`src/rtl/unload_8bit_pkg.sv`:
```
// unload_8bit_pkg: widths and FSM states shared by the frame unloader and the input shifter
package unload_8bit_pkg;
    localparam int DATA_W      = 8;
    localparam int FRAME_DEPTH = 8;
    localparam int CNT_W       = 3;
    typedef enum logic {IDLE, SHIFT} state_t;
endpackage

```
`src/rtl/unload_8bit.sv`:
```
// unload_8bit: captures an 8-word frame and streams it out oldest-first (in_7 .. in_0) over valid/ready
module unload_8bit
    import unload_8bit_pkg::*;
#(
    parameter int WIDTH = DATA_W,
    parameter int DEPTH = FRAME_DEPTH
) (
    input  logic             clk,
    input  logic             rst,
    input  logic [WIDTH-1:0] in_0,
    input  logic [WIDTH-1:0] in_1,
    input  logic [WIDTH-1:0] in_2,
    input  logic [WIDTH-1:0] in_3,
    input  logic [WIDTH-1:0] in_4,
    input  logic [WIDTH-1:0] in_5,
    input  logic [WIDTH-1:0] in_6,
    input  logic [WIDTH-1:0] in_7,
    input  logic             load,
    output logic             load_ready,
    output logic [WIDTH-1:0] data,
    output logic             valid,
    input  logic             ready,
    output logic             last,
    output logic             busy
);
    localparam logic [CNT_W-1:0] LAST = CNT_W'(DEPTH - 1);

    state_t           state_q, state_d;
    logic [CNT_W-1:0] cnt_q, cnt_d;
    logic [WIDTH-1:0] word_q [DEPTH];
    logic [WIDTH-1:0] word_d [DEPTH];
    logic [WIDTH-1:0] in_w   [DEPTH];
    logic [CNT_W-1:0] idx;

    assign in_w  = '{in_0, in_1, in_2, in_3, in_4, in_5, in_6, in_7};
    assign busy  = (state_q == SHIFT);
    assign valid = busy;
    assign idx   = LAST - cnt_q;
    assign data  = valid ? word_q[idx] : '0;
    assign last  = valid && (cnt_q == LAST);

    // next state: capture in IDLE or on the final transfer, otherwise advance per accepted word
    always_comb begin
        state_d    = state_q;
        cnt_d      = cnt_q;
        word_d     = word_q;
        load_ready = 1'b0;
        if (state_q == IDLE) begin
            load_ready = 1'b1;
            if (load) begin
                word_d  = in_w;
                cnt_d   = '0;
                state_d = SHIFT;
            end
        end else if (ready) begin
            if (cnt_q != LAST) begin
                cnt_d = cnt_q + 1'b1;
            end else begin
                load_ready = 1'b1;
                cnt_d      = '0;
                if (load) word_d = in_w;
                else      state_d = IDLE;
            end
        end
    end

    // state, counter and frame storage; reset clears everything so outputs drop immediately
    always_ff @(posedge clk or posedge rst) begin
        if (rst) begin
            state_q <= IDLE;
            cnt_q   <= '0;
            word_q  <= '{default: '0};
        end else begin
            state_q <= state_d;
            cnt_q   <= cnt_d;
            word_q  <= word_d;
        end
    end
endmodule

```
`config.mk`:
```
export PLATFORM = sky130hd
export DESIGN_NAME = unload_8bit
export DESIGN_NICKNAME = d
export VERILOG_FILES = /design/src/rtl/unload_8bit_pkg.sv /design/src/rtl/unload_8bit.sv
export SDC_FILE = /design/constraint.sdc
export NUM_CORES = 1
export LEC_CHECK = 0
export BUFFER_PORTS_ARGS = -buffer_cell sky130_fd_sc_hd__buf_2
export CORE_ASPECT_RATIO = 0.9
export CORE_MARGIN = 5
export CORE_UTILIZATION = 40
export CTS_CLUSTER_DIAMETER = 200
export DETAILED_ROUTE_END_ITERATION = 8
export GPL_ROUTABILITY_DRIVEN = 0
export GPL_TIMING_DRIVEN = 1
export SYNTH_ARGS = -nofsm -noshare
export SYNTH_HDL_FRONTEND = slang
export SYNTH_SLANG_ARGS = --single-unit
```
`constraint.sdc`:
```
create_clock -name clk -period 4.1 [get_ports clk]
set_input_delay 0.205 -clock clk [delete_from_list [all_inputs] [get_ports clk]]
set_output_delay 0.205 -clock clk [all_outputs]
set_load 0.03 [all_outputs]
```
### Word level (Yosys, flattened, before mapping)

Index checks and enable logic that the tools add are counted.

* output and inout port bits: 12
* word-level logic and storage cells: 41
* input bits: 68
* register bits: 68

* reductions and logical operators: 4
* add/subtract/negate cells: 2
* mux-type cells: 19
* $lt $le $gt $ge: 1
* bitwise operators: 1
* equality and inequality tests: 4

Operators by type and width (count)
* two-way mux 64 bit: 4
* binary-select mux 8 bit (select 3 bit): 1
* two-way mux 8 bit: 3
* two-way mux 3 bit: 4
* two-way mux 1 bit: 7
* >= comparator 4 bit, second input constant: 1
* inequality test 2 bit, second input constant: 2
* NOT 3 -> 4 bit: 1
* AND reduction 2 bit: 2
* adder 3 x 1 -> 3 bit, second input constant: 1
* == test 3 bit, second input constant: 1
* inequality test 3 bit, second input constant: 1
* subtractor 3 bit, first input constant: 1
* nonzero test 2 bit: 1
* logical AND 1 bit: 1

### Depth between registers and ports, before layout

* depth in word-level cells: 6
* depth in mapped cells: 6
* depth with buffers taken out: 5

### Least setup slack after synthesis

Ideal clock, no wire load.

* kind: register to register
* start point: register cnt_q[0]
* end point: register word_q[0] (netlist name)
* setup time: 125 ps
* period minus slack after synthesis: 1714 ps
* path buffers: 1
* required time: 3975 ps
* arrival: 1590 ps
* slack: 2386 ps
* cell stages (with the launch flop): 7
* cell sequence: dfrtp_1 ha_1 ha_1 a21bo_4 nand2_8 buf_6 mux2_2

* longest elaborated chain between the ends: 3

Ends and longest elaborated chain
* start, declared: RTL line unload_8bit.sv:29 `logic [CNT_W-1:0] cnt_q, cnt_d;`
* start signal, assigned: RTL line unload_8bit.sv:75 `cnt_q <= cnt_d;`
* inequality test 3 bit: RTL line unload_8bit.sv:56 `if (cnt_q != LAST) begin`
* inequality test 2 bit (no source line)
* AND reduction 2 bit (no source line)
* end signal, assigned: RTL line unload_8bit.sv:76 `word_q <= word_d;`
* end, declared: RTL line unload_8bit.sv:30 `logic [WIDTH-1:0] word_q [DEPTH];`

No other way between the ends.
A chain may end at the register's enable or synchronous reset.

### Worst setup path in the final report

* start point: register cnt_q[0]
* end point: register word_q[43] (netlist name)

The elaborated chain is that of the path after synthesis.

==> results.toml <==
[routing]
viasPerCell = 4.885
antenna_left = 0
via_count = 1866
wirelength_mm = 6.415
dr.pass1.iters = 3
wl_per_cell_um = 16.79
drc = 0
dr.first_iter.drc_count = 73

[logic_synthesis]
syn-num-nets = 270
yosys.area.top_type = "dfrtp_1"
netlist.area_leader.share_pct = 52.96
synth_area_leaders = "dfrtp_1 (53%), mux2_2 (17%), mux4_2 (6.3%)"
yosysWarnings = 0
avgSynthCellArea_sq_um = 16.15
syn_area_sq_um = 3213
syn_inst = 199
synth_seq_area_share_pct = 52.96
ys_seq_elements = 68
synth.distinct_cells = 24

[sta]
setup_ws_ns = 1.748
min_period_ns = 2.352
slew_violations = 0
worst_clock_skew_ns = 0.008398
hold_viol = 0
slew_headroom_pct = 45.39
fin_crit_sh_pct = 57.35
finalSetupViolCount = 0
rsz0062_at_grt = "false"
max_freq_mhz = 425.3
tns_ns = 0
worstMarginPinSlew_ns = 0.8192

[setup_path]
reg2reg_from = "cnt_q[0]"
r2r_slack_ns = 1.75
r2r-end = "word_q[43]"
cp_cell_sequence = "ha_1 > ha_1 > a21bo_4 > nand2_8 > mux2_2"
max_stage_delay_ns = 0.62
slowest_stage = "dfrtp_1"
worstSetupPathType = "register to register"
rr_worst_depth = 5
crit_path_end_kind = "register"
cpMostUsedCell = "ha_1"
crit_required_ns = 4.33
cp_max_fo = 64
crit_arrival_ns = 2.58
worst_setup_path_start_kind = "register"

[floorplan]
start_util_pct = 40.41
rows = 31
core_sq_um = 7951
dieWidth_um = 104.5
die_h_um = 95.03
fp.dieArea_sq_um = 9928
io_pins = 80

[clock_network]
clk_pin_slew_worst_paths_ns = 0.07
htreeDepth = 3
cts-hold-fix-buffers = 0
cts_sinks = 68
ctsResizeCount = 0
postCtsSetupRepairBufs = 0
root_buffer = "clkbuf_8"
numCtsBuffers = 9
cts_tree = "yes"
clock_latency_ns = 0.34
clk_path_buf_depth = 2

[layout]
multi_input_area_sq_um = 1376
nFillCells = 754
final_core_util_pct = 47.88
design_area_sq_um = 3807
areaGrowthSynthToFinish_pct = 18.50
layout.nets = 350
area.sequential_sq_um = 1702
num_antenna_cells = 0
drive_gt1_share_pct = 54.06

[power]
vdd_drop_max_mv = 0.3194
p_leak_nw = 1.825
total_power_mw = 2.917
power_density_nw_per_um2 = 766.1

[outcome]
status = "finished clean"

[global_routing]
grt_pass1_vias = 2075
grt_antenna_before_repair = 0
grt_pass1_wl_mm = 10.46
track_usage_pct = 13.88
grt_max_degree = 65
overflow = 0

[placed_design]
dp_hpwl_mm = 4.476
placed_area_sq_um = 3623
place_ws_ns = 1.745
portBuffers = 79

[hold_path]
holdCritPathClass = "input pin to asynchronous set/reset pin"

[flow_run]
max_cap_viol_count = 0
==> where the power goes <==
group / switching (mW) / internal, mW / leakage (nW)
sequential: 0.211 / 0.997 / 0.825
combinational: 0.544 / 0.642 / 0.906
clock: 0.229 / 0.294 / 0.0935
==> stage by stage <==
step / hold slack (ns) / std cells
detailed placement: 0.4010 / 367
finish: 0.009153 / 382
global placement: 0.3946 / 367
global route: 0.04907 / 382
floorplan: 0.2941 / 199
CTS: 0.02381 / 382
==> kinds of logic after synthesis <==
kind of cell	count (synthesis)	synth area share (%)
AOI/OAI and AO/OA	5	1.363
adders and majority gates	3	1.168
buffers and inverters	15	4.206
DFF	68	52.96
muxes	89	37.27
and+or+nand+nor	19	3.037
==> worst max-delay path, delay by kind of cell, from the launching register on <==
family          cells  cell delay (ns)
flops               1             0.62
fa+ha+maj           2             0.57
mux                 1             0.39
simple gates        1             0.37
compound gates      1             0.25
==> sequential cells by signal (all words and copies together) (netlist names) <==
register	cells
word_q	64
busy	1
cnt_q	3
==> worst max path at each step <==
stage | cells after the start | to | slack (ns) | from
CTS | 5 | word_q[36] | 1.73 | cnt_q[0]
global placement | 5 | word_q[25] | 1.75 | cnt_q[0]
detailed placement | 5 | word_q[36] | 1.75 | cnt_q[0]
global route | 5 | word_q[36] | 1.63 | cnt_q[0]
floorplan | 1 | busy | 2.18 | rst
finish | 5 | word_q[43] | 1.75 | cnt_q[0]
==> cell type report <==
cell class	instances	share of cell area (%)
Tap cell	99	3.253
Timing Repair Buffer	81	10.78
Clock buffer	13	3.911
Sequential cell	68	44.69
Multi-Input combinational cell	116	36.15
Inverter	3	0.2958
Clock inverter	2	0.9201
==> cells in the mapped netlist, drive strengths merged <==
| library cell | instances |
|---|---|
| nor3 | 1 |
| nand2b | 2 |
| inv | 2 |
| o31ai | 1 |
| o22ai | 2 |
| nor2 | 8 |
| nand2 | 6 |
| mux2 | 64 |
| buf | 12 |
| mux2i | 9 |
| nand3 | 1 |
| a21bo | 1 |
| mux4 | 16 |
| clkinv | 1 |
| and2 | 1 |
| dfrtp | 68 |
| ha | 3 |
| a21o | 1 |
==> layout by cell type (no fill, tap or decap), types with 2 or more instances in the layout <==
| cell type | synthesis | final |
|---|---|---|
| mux4_1 | 7 | 7 |
| mux2_1 | 16 | 16 |
| clkbuf_8 | 0 | 10 |
| buf_2 | 2 | 79 |
| mux4_2 | 9 | 9 |
| mux2i_1 | 9 | 9 |
| nor2_1 | 8 | 8 |
| ha_1 | 3 | 3 |
| clkbuf_1 | 0 | 3 |
| buf_4 | 2 | 2 |
| nand2_1 | 5 | 5 |
| dfrtp_1 | 68 | 68 |
| nand2b_1 | 2 | 2 |
| mux2_2 | 48 | 48 |
| o22ai_1 | 2 | 2 |
==> metal layers <==
layer	vias to the layer above	global-route usage, %	part of all wire, %
met2	58	21.31	46
met5	-	0	0
met1	904	17.44	44
li1	894	-	-
met3	10	6.161	8.0
met4	0	5.178	1.4
Note: power is estimated with default switching activity, not from simulation.
